### config.mk
export PLATFORM = sky130hd
export DESIGN_NAME = data_write_buffer_flat
export DESIGN_NICKNAME = d
export VERILOG_FILES = /design/src/rtl/data_write_buffer_pkg.sv /design/src/rtl/data_write_buffer_if.sv /design/src/rtl/data_write_buffer_wb_fifo.sv /design/src/rtl/data_write_buffer.sv /design/src/flat_wrapper.sv
export SDC_FILE = /design/constraint.sdc
export NUM_CORES = 1
export LEC_CHECK = 0
export CORE_UTILIZATION = 28
export DETAILED_ROUTE_END_ITERATION = 12
export GPL_TIMING_DRIVEN = 1
export PLACE_DENSITY = 0.52
export SLEW_MARGIN = 20
export SYNTH_ARGS = -nofsm -noshare
export SYNTH_HDL_FRONTEND = slang
export SYNTH_SLANG_ARGS = --single-unit
### constraint.sdc
create_clock -name clk -period 26.4 [get_ports clk]
set_clock_uncertainty 0.05 [all_clocks]
set_input_delay 3.96 -clock clk [delete_from_list [all_inputs] [get_ports clk]]
set_output_delay 3.96 -clock clk [all_outputs]
set_load 0.1 [all_outputs]
### src/rtl/data_write_buffer_pkg.sv
`default_nettype none
// ============================================================================
// Module   : data_write_buffer_pkg
// Purpose  : Shared types for the posted-write buffer: access size codes,
//            the buffered store entry and the controller state encoding.
// Revision : 1.0 - initial release
// ============================================================================
package data_write_buffer_pkg;

  localparam logic [1:0] SIZE_BYTE = 2'd0;
  localparam logic [1:0] SIZE_HALF = 2'd1;
  localparam logic [1:0] SIZE_WORD = 2'd2;

  // One posted store: 32 b address, 2 b size, 32 b data (66 b total)
  typedef struct packed {
    logic [31:0] addr;
    logic [1:0]  size;
    logic [31:0] wdata;
  } wb_entry_t;

  localparam int ENTRY_W = $bits(wb_entry_t);

  typedef enum logic {
    IDLE    = 1'b0,
    RD_WAIT = 1'b1
  } wb_state_t;

endpackage
`default_nettype wire

### src/rtl/data_write_buffer_if.sv
`default_nettype none
// ============================================================================
// Module   : data_write_buffer_if
// Purpose  : CPU-side SRAM-like port and bridge-side request port of the
//            write buffer. The slave modport is the buffer itself; the master
//            modport is its environment (CPU plus AXI bridge).
// Revision : 1.0 - initial release
// ============================================================================
interface data_write_buffer_if;

  logic        cpu_req;
  logic        cpu_wr;
  logic [1:0]  cpu_size;
  logic [31:0] cpu_addr;
  logic [31:0] cpu_wdata;
  logic [31:0] cpu_rdata;
  logic        cpu_addr_ok;
  logic        cpu_data_ok;

  logic        mem_req;
  logic        mem_wr;
  logic [1:0]  mem_size;
  logic [31:0] mem_addr;
  logic [31:0] mem_wdata;
  logic [31:0] mem_rdata;
  logic        mem_addr_ok;
  logic        mem_data_ok;

  logic        wb_empty;

  modport slave (
    input  cpu_req, cpu_wr, cpu_size, cpu_addr, cpu_wdata,
    output cpu_rdata, cpu_addr_ok, cpu_data_ok,
    output mem_req, mem_wr, mem_size, mem_addr, mem_wdata,
    input  mem_rdata, mem_addr_ok, mem_data_ok,
    output wb_empty
  );

  modport master (
    output cpu_req, cpu_wr, cpu_size, cpu_addr, cpu_wdata,
    input  cpu_rdata, cpu_addr_ok, cpu_data_ok,
    input  mem_req, mem_wr, mem_size, mem_addr, mem_wdata,
    output mem_rdata, mem_addr_ok, mem_data_ok,
    input  wb_empty
  );

endinterface
`default_nettype wire

### src/rtl/data_write_buffer_wb_fifo.sv
`default_nettype none
// ============================================================================
// Module   : wb_fifo
// Purpose  : Synchronous FIFO holding posted stores. Head is a registered
//            array read, so a pushed entry is visible the cycle after push.
// Revision : 1.0 - initial release
// ============================================================================
module wb_fifo #(
  parameter int DEPTH = 4,
  parameter int WIDTH = 66
) (
  input  wire logic             clk,
  input  wire logic             reset,
  input  wire logic             push_i,
  input  wire logic             pop_i,
  input  wire logic [WIDTH-1:0] din_i,
  output logic      [WIDTH-1:0] head_o,
  output logic                  full_o,
  output logic                  empty_o
);

  localparam int PTR_W = $clog2(DEPTH);
  localparam int CNT_W = $clog2(DEPTH + 1);

  logic [WIDTH-1:0] mem_q [DEPTH];
  logic [PTR_W-1:0] wr_ptr_q;
  logic [PTR_W-1:0] rd_ptr_q;
  logic [CNT_W-1:0] count_q;
  logic             w_push;
  logic             w_pop;

  assign full_o  = (count_q == CNT_W'(DEPTH));
  assign empty_o = (count_q == '0);
  assign w_push  = push_i && !full_o;
  assign w_pop   = pop_i && !empty_o;
  assign head_o  = mem_q[rd_ptr_q];

  // Storage, pointers (wrap naturally since DEPTH is a power of 2) and count
  always_ff @(posedge clk or posedge reset) begin
    if (reset) begin
      for (int i = 0; i < DEPTH; i++) begin
        mem_q[i] <= '0;
      end
      wr_ptr_q <= '0;
      rd_ptr_q <= '0;
      count_q  <= '0;
    end else begin
      if (w_push) begin
        mem_q[wr_ptr_q] <= din_i;
        wr_ptr_q        <= wr_ptr_q + PTR_W'(1);
      end
      if (w_pop) begin
        rd_ptr_q <= rd_ptr_q + PTR_W'(1);
      end
      case ({w_push, w_pop})
        2'b10:   count_q <= count_q + CNT_W'(1);
        2'b01:   count_q <= count_q - CNT_W'(1);
        default: count_q <= count_q;
      endcase
    end
  end

endmodule
`default_nettype wire

### src/rtl/data_write_buffer.sv
`default_nettype none
// ============================================================================
// Module   : data_write_buffer
// Purpose  : Posted-write buffer between the CPU data port and the AXI
//            bridge. Stores are acked the next cycle and drained in order;
//            loads pass through only once all stores have fully completed.
// Revision : 1.0 - initial release
// ============================================================================
module data_write_buffer
  import data_write_buffer_pkg::*;
#(
  parameter int DEPTH   = 4,
  parameter int MAX_OUT = 2
) (
  input  wire logic           clk,
  input  wire logic           reset,
  data_write_buffer_if.slave  bus
);

  localparam int OUT_W = $clog2(MAX_OUT + 1);

  wb_state_t        state_q;
  wb_state_t        state_d;
  logic [OUT_W-1:0] out_cnt_q;
  logic [OUT_W-1:0] out_cnt_d;
  logic             wr_ack_q;
  logic             wr_ack_d;

  wb_entry_t        w_push_entry;
  logic [ENTRY_W-1:0] w_head_bits;
  wb_entry_t        w_head;
  logic             w_full;
  logic             w_empty;
  logic             w_push;
  logic             w_pop;
  logic             w_dec;
  logic             w_rd_data_ok;

  assign w_push_entry = '{addr: bus.cpu_addr, size: bus.cpu_size, wdata: bus.cpu_wdata};
  assign w_head       = wb_entry_t'(w_head_bits);

  wb_fifo #(
    .DEPTH (DEPTH),
    .WIDTH (ENTRY_W)
  ) u_fifo (
    .clk     (clk),
    .reset   (reset),
    .push_i  (w_push),
    .pop_i   (w_pop),
    .din_i   (w_push_entry),
    .head_o  (w_head_bits),
    .full_o  (w_full),
    .empty_o (w_empty)
  );

  // Controller state, drained-write outstanding count and registered store ack
  always_ff @(posedge clk or posedge reset) begin
    if (reset) begin
      state_q   <= IDLE;
      out_cnt_q <= '0;
      wr_ack_q  <= 1'b0;
    end else begin
      state_q   <= state_d;
      out_cnt_q <= out_cnt_d;
      wr_ack_q  <= wr_ack_d;
    end
  end

  // Next state and all handshake outputs; drain has priority over loads
  always_comb begin
    state_d         = state_q;
    w_push          = 1'b0;
    w_pop           = 1'b0;
    w_rd_data_ok    = 1'b0;
    bus.cpu_addr_ok = 1'b0;
    bus.cpu_rdata   = '0;
    bus.mem_req     = 1'b0;
    bus.mem_wr      = 1'b0;
    bus.mem_size    = bus.cpu_size;
    bus.mem_addr    = bus.cpu_addr;
    bus.mem_wdata   = bus.cpu_wdata;
    case (state_q)
      IDLE: begin
        if (!w_empty) begin
          if (out_cnt_q < OUT_W'(MAX_OUT)) begin
            bus.mem_req   = 1'b1;
            bus.mem_wr    = 1'b1;
            bus.mem_size  = w_head.size;
            bus.mem_addr  = w_head.addr;
            bus.mem_wdata = w_head.wdata;
            w_pop         = bus.mem_addr_ok;
          end
        end else if (out_cnt_q == '0) begin
          // Everything has retired: a load may go straight to the bridge
          bus.mem_req = bus.cpu_req && !bus.cpu_wr;
          if (bus.cpu_req && !bus.cpu_wr) begin
            bus.cpu_addr_ok = bus.mem_addr_ok;
            if (bus.mem_addr_ok) begin
              state_d = RD_WAIT;
            end
          end
        end
        // Slot availability uses the registered count only
        if (bus.cpu_req && bus.cpu_wr && !w_full) begin
          bus.cpu_addr_ok = 1'b1;
          w_push          = 1'b1;
        end
      end
      RD_WAIT: begin
        w_rd_data_ok  = bus.mem_data_ok;
        bus.cpu_rdata = bus.mem_rdata;
        if (bus.mem_data_ok) begin
          state_d = IDLE;
        end
      end
      default: state_d = IDLE;
    endcase
    // Nothing is offered or accepted while reset is held
    if (reset) begin
      bus.cpu_addr_ok = 1'b0;
      bus.mem_req     = 1'b0;
      w_push          = 1'b0;
      w_pop           = 1'b0;
    end
  end

  assign wr_ack_d        = w_push;
  assign bus.cpu_data_ok = wr_ack_q || w_rd_data_ok;
  assign bus.wb_empty    = w_empty && (out_cnt_q == '0);

  // Saturating decrement absorbs stray write responses after reset
  assign w_dec = (state_q == IDLE) && bus.mem_data_ok && (out_cnt_q != '0);

  // Outstanding count: simultaneous issue and retire cancel out
  always_comb begin
    out_cnt_d = out_cnt_q;
    case ({w_pop, w_dec})
      2'b10:   out_cnt_d = out_cnt_q + OUT_W'(1);
      2'b01:   out_cnt_d = out_cnt_q - OUT_W'(1);
      default: out_cnt_d = out_cnt_q;
    endcase
  end

endmodule
`default_nettype wire
### src/flat_wrapper.sv
// flat-port wrapper written by rule: the top's interface ports become plain ports
module data_write_buffer_flat import data_write_buffer_pkg::*;
#(
  parameter int DEPTH   = 4,
  parameter int MAX_OUT = 2
)
  (clk, reset, bus_cpu_req, bus_cpu_wr, bus_cpu_size, bus_cpu_addr, bus_cpu_wdata, bus_cpu_rdata, bus_cpu_addr_ok, bus_cpu_data_ok, bus_mem_req, bus_mem_wr, bus_mem_size, bus_mem_addr, bus_mem_wdata, bus_mem_rdata, bus_mem_addr_ok, bus_mem_data_ok, bus_wb_empty);
  data_write_buffer_if bus_i ();
  input  wire logic clk;
  input  wire logic reset;
  input wire logic [$bits(bus_i.cpu_req)-1:0] bus_cpu_req;
  input wire logic [$bits(bus_i.cpu_wr)-1:0] bus_cpu_wr;
  input wire logic [$bits(bus_i.cpu_size)-1:0] bus_cpu_size;
  input wire logic [$bits(bus_i.cpu_addr)-1:0] bus_cpu_addr;
  input wire logic [$bits(bus_i.cpu_wdata)-1:0] bus_cpu_wdata;
  output wire logic [$bits(bus_i.cpu_rdata)-1:0] bus_cpu_rdata;
  output wire logic [$bits(bus_i.cpu_addr_ok)-1:0] bus_cpu_addr_ok;
  output wire logic [$bits(bus_i.cpu_data_ok)-1:0] bus_cpu_data_ok;
  output wire logic [$bits(bus_i.mem_req)-1:0] bus_mem_req;
  output wire logic [$bits(bus_i.mem_wr)-1:0] bus_mem_wr;
  output wire logic [$bits(bus_i.mem_size)-1:0] bus_mem_size;
  output wire logic [$bits(bus_i.mem_addr)-1:0] bus_mem_addr;
  output wire logic [$bits(bus_i.mem_wdata)-1:0] bus_mem_wdata;
  input wire logic [$bits(bus_i.mem_rdata)-1:0] bus_mem_rdata;
  input wire logic [$bits(bus_i.mem_addr_ok)-1:0] bus_mem_addr_ok;
  input wire logic [$bits(bus_i.mem_data_ok)-1:0] bus_mem_data_ok;
  output wire logic [$bits(bus_i.wb_empty)-1:0] bus_wb_empty;
  assign bus_i.cpu_req = bus_cpu_req;
  assign bus_i.cpu_wr = bus_cpu_wr;
  assign bus_i.cpu_size = bus_cpu_size;
  assign bus_i.cpu_addr = bus_cpu_addr;
  assign bus_i.cpu_wdata = bus_cpu_wdata;
  assign bus_cpu_rdata = bus_i.cpu_rdata;
  assign bus_cpu_addr_ok = bus_i.cpu_addr_ok;
  assign bus_cpu_data_ok = bus_i.cpu_data_ok;
  assign bus_mem_req = bus_i.mem_req;
  assign bus_mem_wr = bus_i.mem_wr;
  assign bus_mem_size = bus_i.mem_size;
  assign bus_mem_addr = bus_i.mem_addr;
  assign bus_mem_wdata = bus_i.mem_wdata;
  assign bus_i.mem_rdata = bus_mem_rdata;
  assign bus_i.mem_addr_ok = bus_mem_addr_ok;
  assign bus_i.mem_data_ok = bus_mem_data_ok;
  assign bus_wb_empty = bus_i.wb_empty;
  data_write_buffer #(.DEPTH(DEPTH), .MAX_OUT(MAX_OUT)) u_core (.clk(clk), .reset(reset), .bus(bus_i));
endmodule
==> results.sh <==
export IMPL_cts_buffers_inserted=34
export IMPL_critPathTopFamily="buffers and inverters"
export IMPL_synth_most_common_cell="dfrtp_1"
export IMPL_crit_path_top_delay_cell="clkdlybuf4s50_1"
export IMPL_synth_top_area_cell="dfrtp_1"
export IMPL_vias=7563
export IMPL_synth_fp_nets=922
export IMPL_layout_drive_gt1_share=0.454
export IMPL_avgRoutedWirePerCell_um=19.2
export IMPL_drv_slew=0
export IMPL_finalCriticalPeriod_ns=10.38
export IMPL_status="completed"
export IMPL_io_pins=207
export IMPL_areaGrowthSynthToFinish_pct=25.7
export IMPL_syn_inst=811
export IMPL_synthTopCellsByCount="275 x dfrtp_1, 171 x mux2_2, 160 x mux2_4"
export IMPL_cts_resized=0
export IMPL_cts_sinks=275
export IMPL_dpl_cell_count=1637
export IMPL_yosysSeqAreaShare=0.496
export IMPL_coreArea_mm2=0.0490
export IMPL_worst_pin_slew_ns=1.06
export IMPL_n_fill_cell=4694
export IMPL_dieArea_mm2=0.0505
export IMPL_vias_per_cell=4.46
export IMPL_drt_iter0_drc=293
export IMPL_final_nets=1120
export IMPL_detail_route_drc_violations=0
export IMPL_ff2ff_setup_slack_ns=23.23
export IMPL_crit_required_ns=22.39
export IMPL_critPathBufInv=2
export IMPL_cts_tree="yes"
export IMPL_start_util=0.284
export IMPL_tns_ns=0
export IMPL_yosys_cell_types_count=33
export IMPL_clkSlewWorstSetupHoldPaths_ns=0.06
export IMPL_num_antenna_cells=0
export IMPL_synth_area_top_cells="dfrtp_1 50%, mux2_4 17%, mux2_2 14%"
export IMPL_fmax_mhz=96.4
export IMPL_yosys_warnings=0
export IMPL_synth_edf_count=0
export IMPL_stdcell_area_mm2=0.0175
export IMPL_synth_ff_latch_count=275
export IMPL_cp_arrival_ns=6.37
export IMPL_setup_ws_ns=16.02
export IMPL_hold_depth=1
export IMPL_drv_cap=0
export IMPL_crit_chain="clkdlybuf4s50_1 -> and4bb_4 -> a41oi_1 -> a21oi_1 -> clkdlybuf4s50_1"
export IMPL_globalRoute_totalOverflow=0
export IMPL_drtAntennaViolNets=0
export IMPL_num_rows=81
export IMPL_cts_setup_buffers=0
export IMPL_syn_area_mm2=0.0139
export IMPL_critPathMaxStageDelay_ns=1.15
export IMPL_rsz0062_at_grt="false"
export IMPL_postPlaceCellArea_mm2=0.0163
export IMPL_firstDrtPassIters=5
export IMPL_die_y_um=225
export IMPL_ctsHoldBuffers=0
export IMPL_dpl_worst_slack_ns=16.01
export IMPL_critPathMostFrequentCell="clkdlybuf4s50_1"
export IMPL_grt_pass1_vias=8330
export IMPL_synthArstFlopShare=1.00
export IMPL_antenna_found_initial=1
export IMPL_worst_setup_path_type="in2out"
export IMPL_synth_avg_cell_area_um2=17.1
export IMPL_die_x_um=225
export IMPL_place_congestion=0.708
export IMPL_finalSetupViolCount=0
export IMPL_grt_pass1_wl_um=51100
export IMPL_wirelength_um=32500
export IMPL_holdCritPathClass="reg2reg"
export IMPL_clock_latency_ns=0.53
export IMPL_cts_root_buffer="clkbuf_16"
export IMPL_r2r_cells=4
export IMPL_dp_hpwl_um=18400
export IMPL_finalCritPeriodShare=0.393
export IMPL_maxSlewHeadroom=0.288
export IMPL_port_buffers=206
export IMPL_groute_usage_overall=0.131
export IMPL_cp_end_kind="output port"
export IMPL_fin_cells=1696
export IMPL_synth_top_flop_cell="dfrtp_1"
export IMPL_ctsLongestPathBuffers=3
export IMPL_path_depth=5
export IMPL_start_kind="input port"
export IMPL_hold_viol_final=0
export IMPL_cp_max_fo=6
export IMPL_synth_top_area_frac=0.496
export IMPL_grt_max_degree=82
export IMPL_cts_max_level=2
cell type report:
cell class,instances,area (um2),area share
inverters,10,45.0,0.00258
clock inverters,9,124,0.00710
repair buffers,216,2140,0.122
well taps,664,831,0.0476
multi-input cells,472,6420,0.368
flip-flops and latches,275,6890,0.395
clock buffers,50,1010,0.0580
flip-flops by register name (all words and copies together) (netlist names):
name	count
u_core.u_fifo.mem_q	264
u_core.u_fifo.count_q	3
u_core.out_cnt_q	2
u_core.u_fifo.rd_ptr_q	2
u_core.u_fifo.wr_ptr_q	2
u_core.state_q	1
u_core.wr_ack_q	1
metrics by stage:
stage                     hold slack [ns]  utilization
final                               0.448        0.357
after global routing                0.456        0.357
after CTS                           0.450        0.357
after detailed placement            0.437        0.333
after global placement              0.431        0.333
after floorplan                     0.424            -
routing by layer:
layer,share of wire,global-route usage
met1,0.46,0.175
met4,0.018,0.0388
met2,0.47,0.209
met5,0.00022,0
met3,0.055,0.0359
worst paths after layout:
| path | startpoint | end |
|---|---|---|
| max | reset | bus_cpu_addr_ok |
| min | u_core.u_fifo.mem_q[6] | u_core.u_fifo.mem_q[6] |
| max reg2reg | u_core.state_q | u_core.u_fifo.mem_q[258] |
| min reg2reg | u_core.u_fifo.mem_q[6] | u_core.u_fifo.mem_q[6] |
| max in group asynchronous | reset | u_core.u_fifo.mem_q[193] |
| min in group asynchronous | reset | u_core.state_q |
cell usage in the layout (no fill, tap or decap), types with 2 or more instances in the layout:
master and count:
nand4_1 2, ha_1 6, mux2_2 171, nor3_1 3
nand3_4 4, mux4_2 66, xor2_1 3, clkbuf_8 8
clkdlybuf4s50_1 206, clkinv_2 5, buf_4 10, dfrtp_4 2
mux2_4 160, inv_1 9, and2_1 32, dfrtp_1 273
clkbuf_16 35, bufinv_16 3, clkbuf_1 7, xnor2_1 6
nor2_1 4
cell families after synthesis:
| family | synth area share |
|---|---|
| fa+ha+maj | 0.00685 |
| simple gates | 0.0264 |
| xor+xnor | 0.00568 |
| mux | 0.419 |
| flops | 0.496 |
| compound gates | 0.00315 |
| buf+inv | 0.0429 |
Power is left out: the tool's default activity adds up to more than one toggle a clock period on the data nets, which glitch-free logic cannot reach.
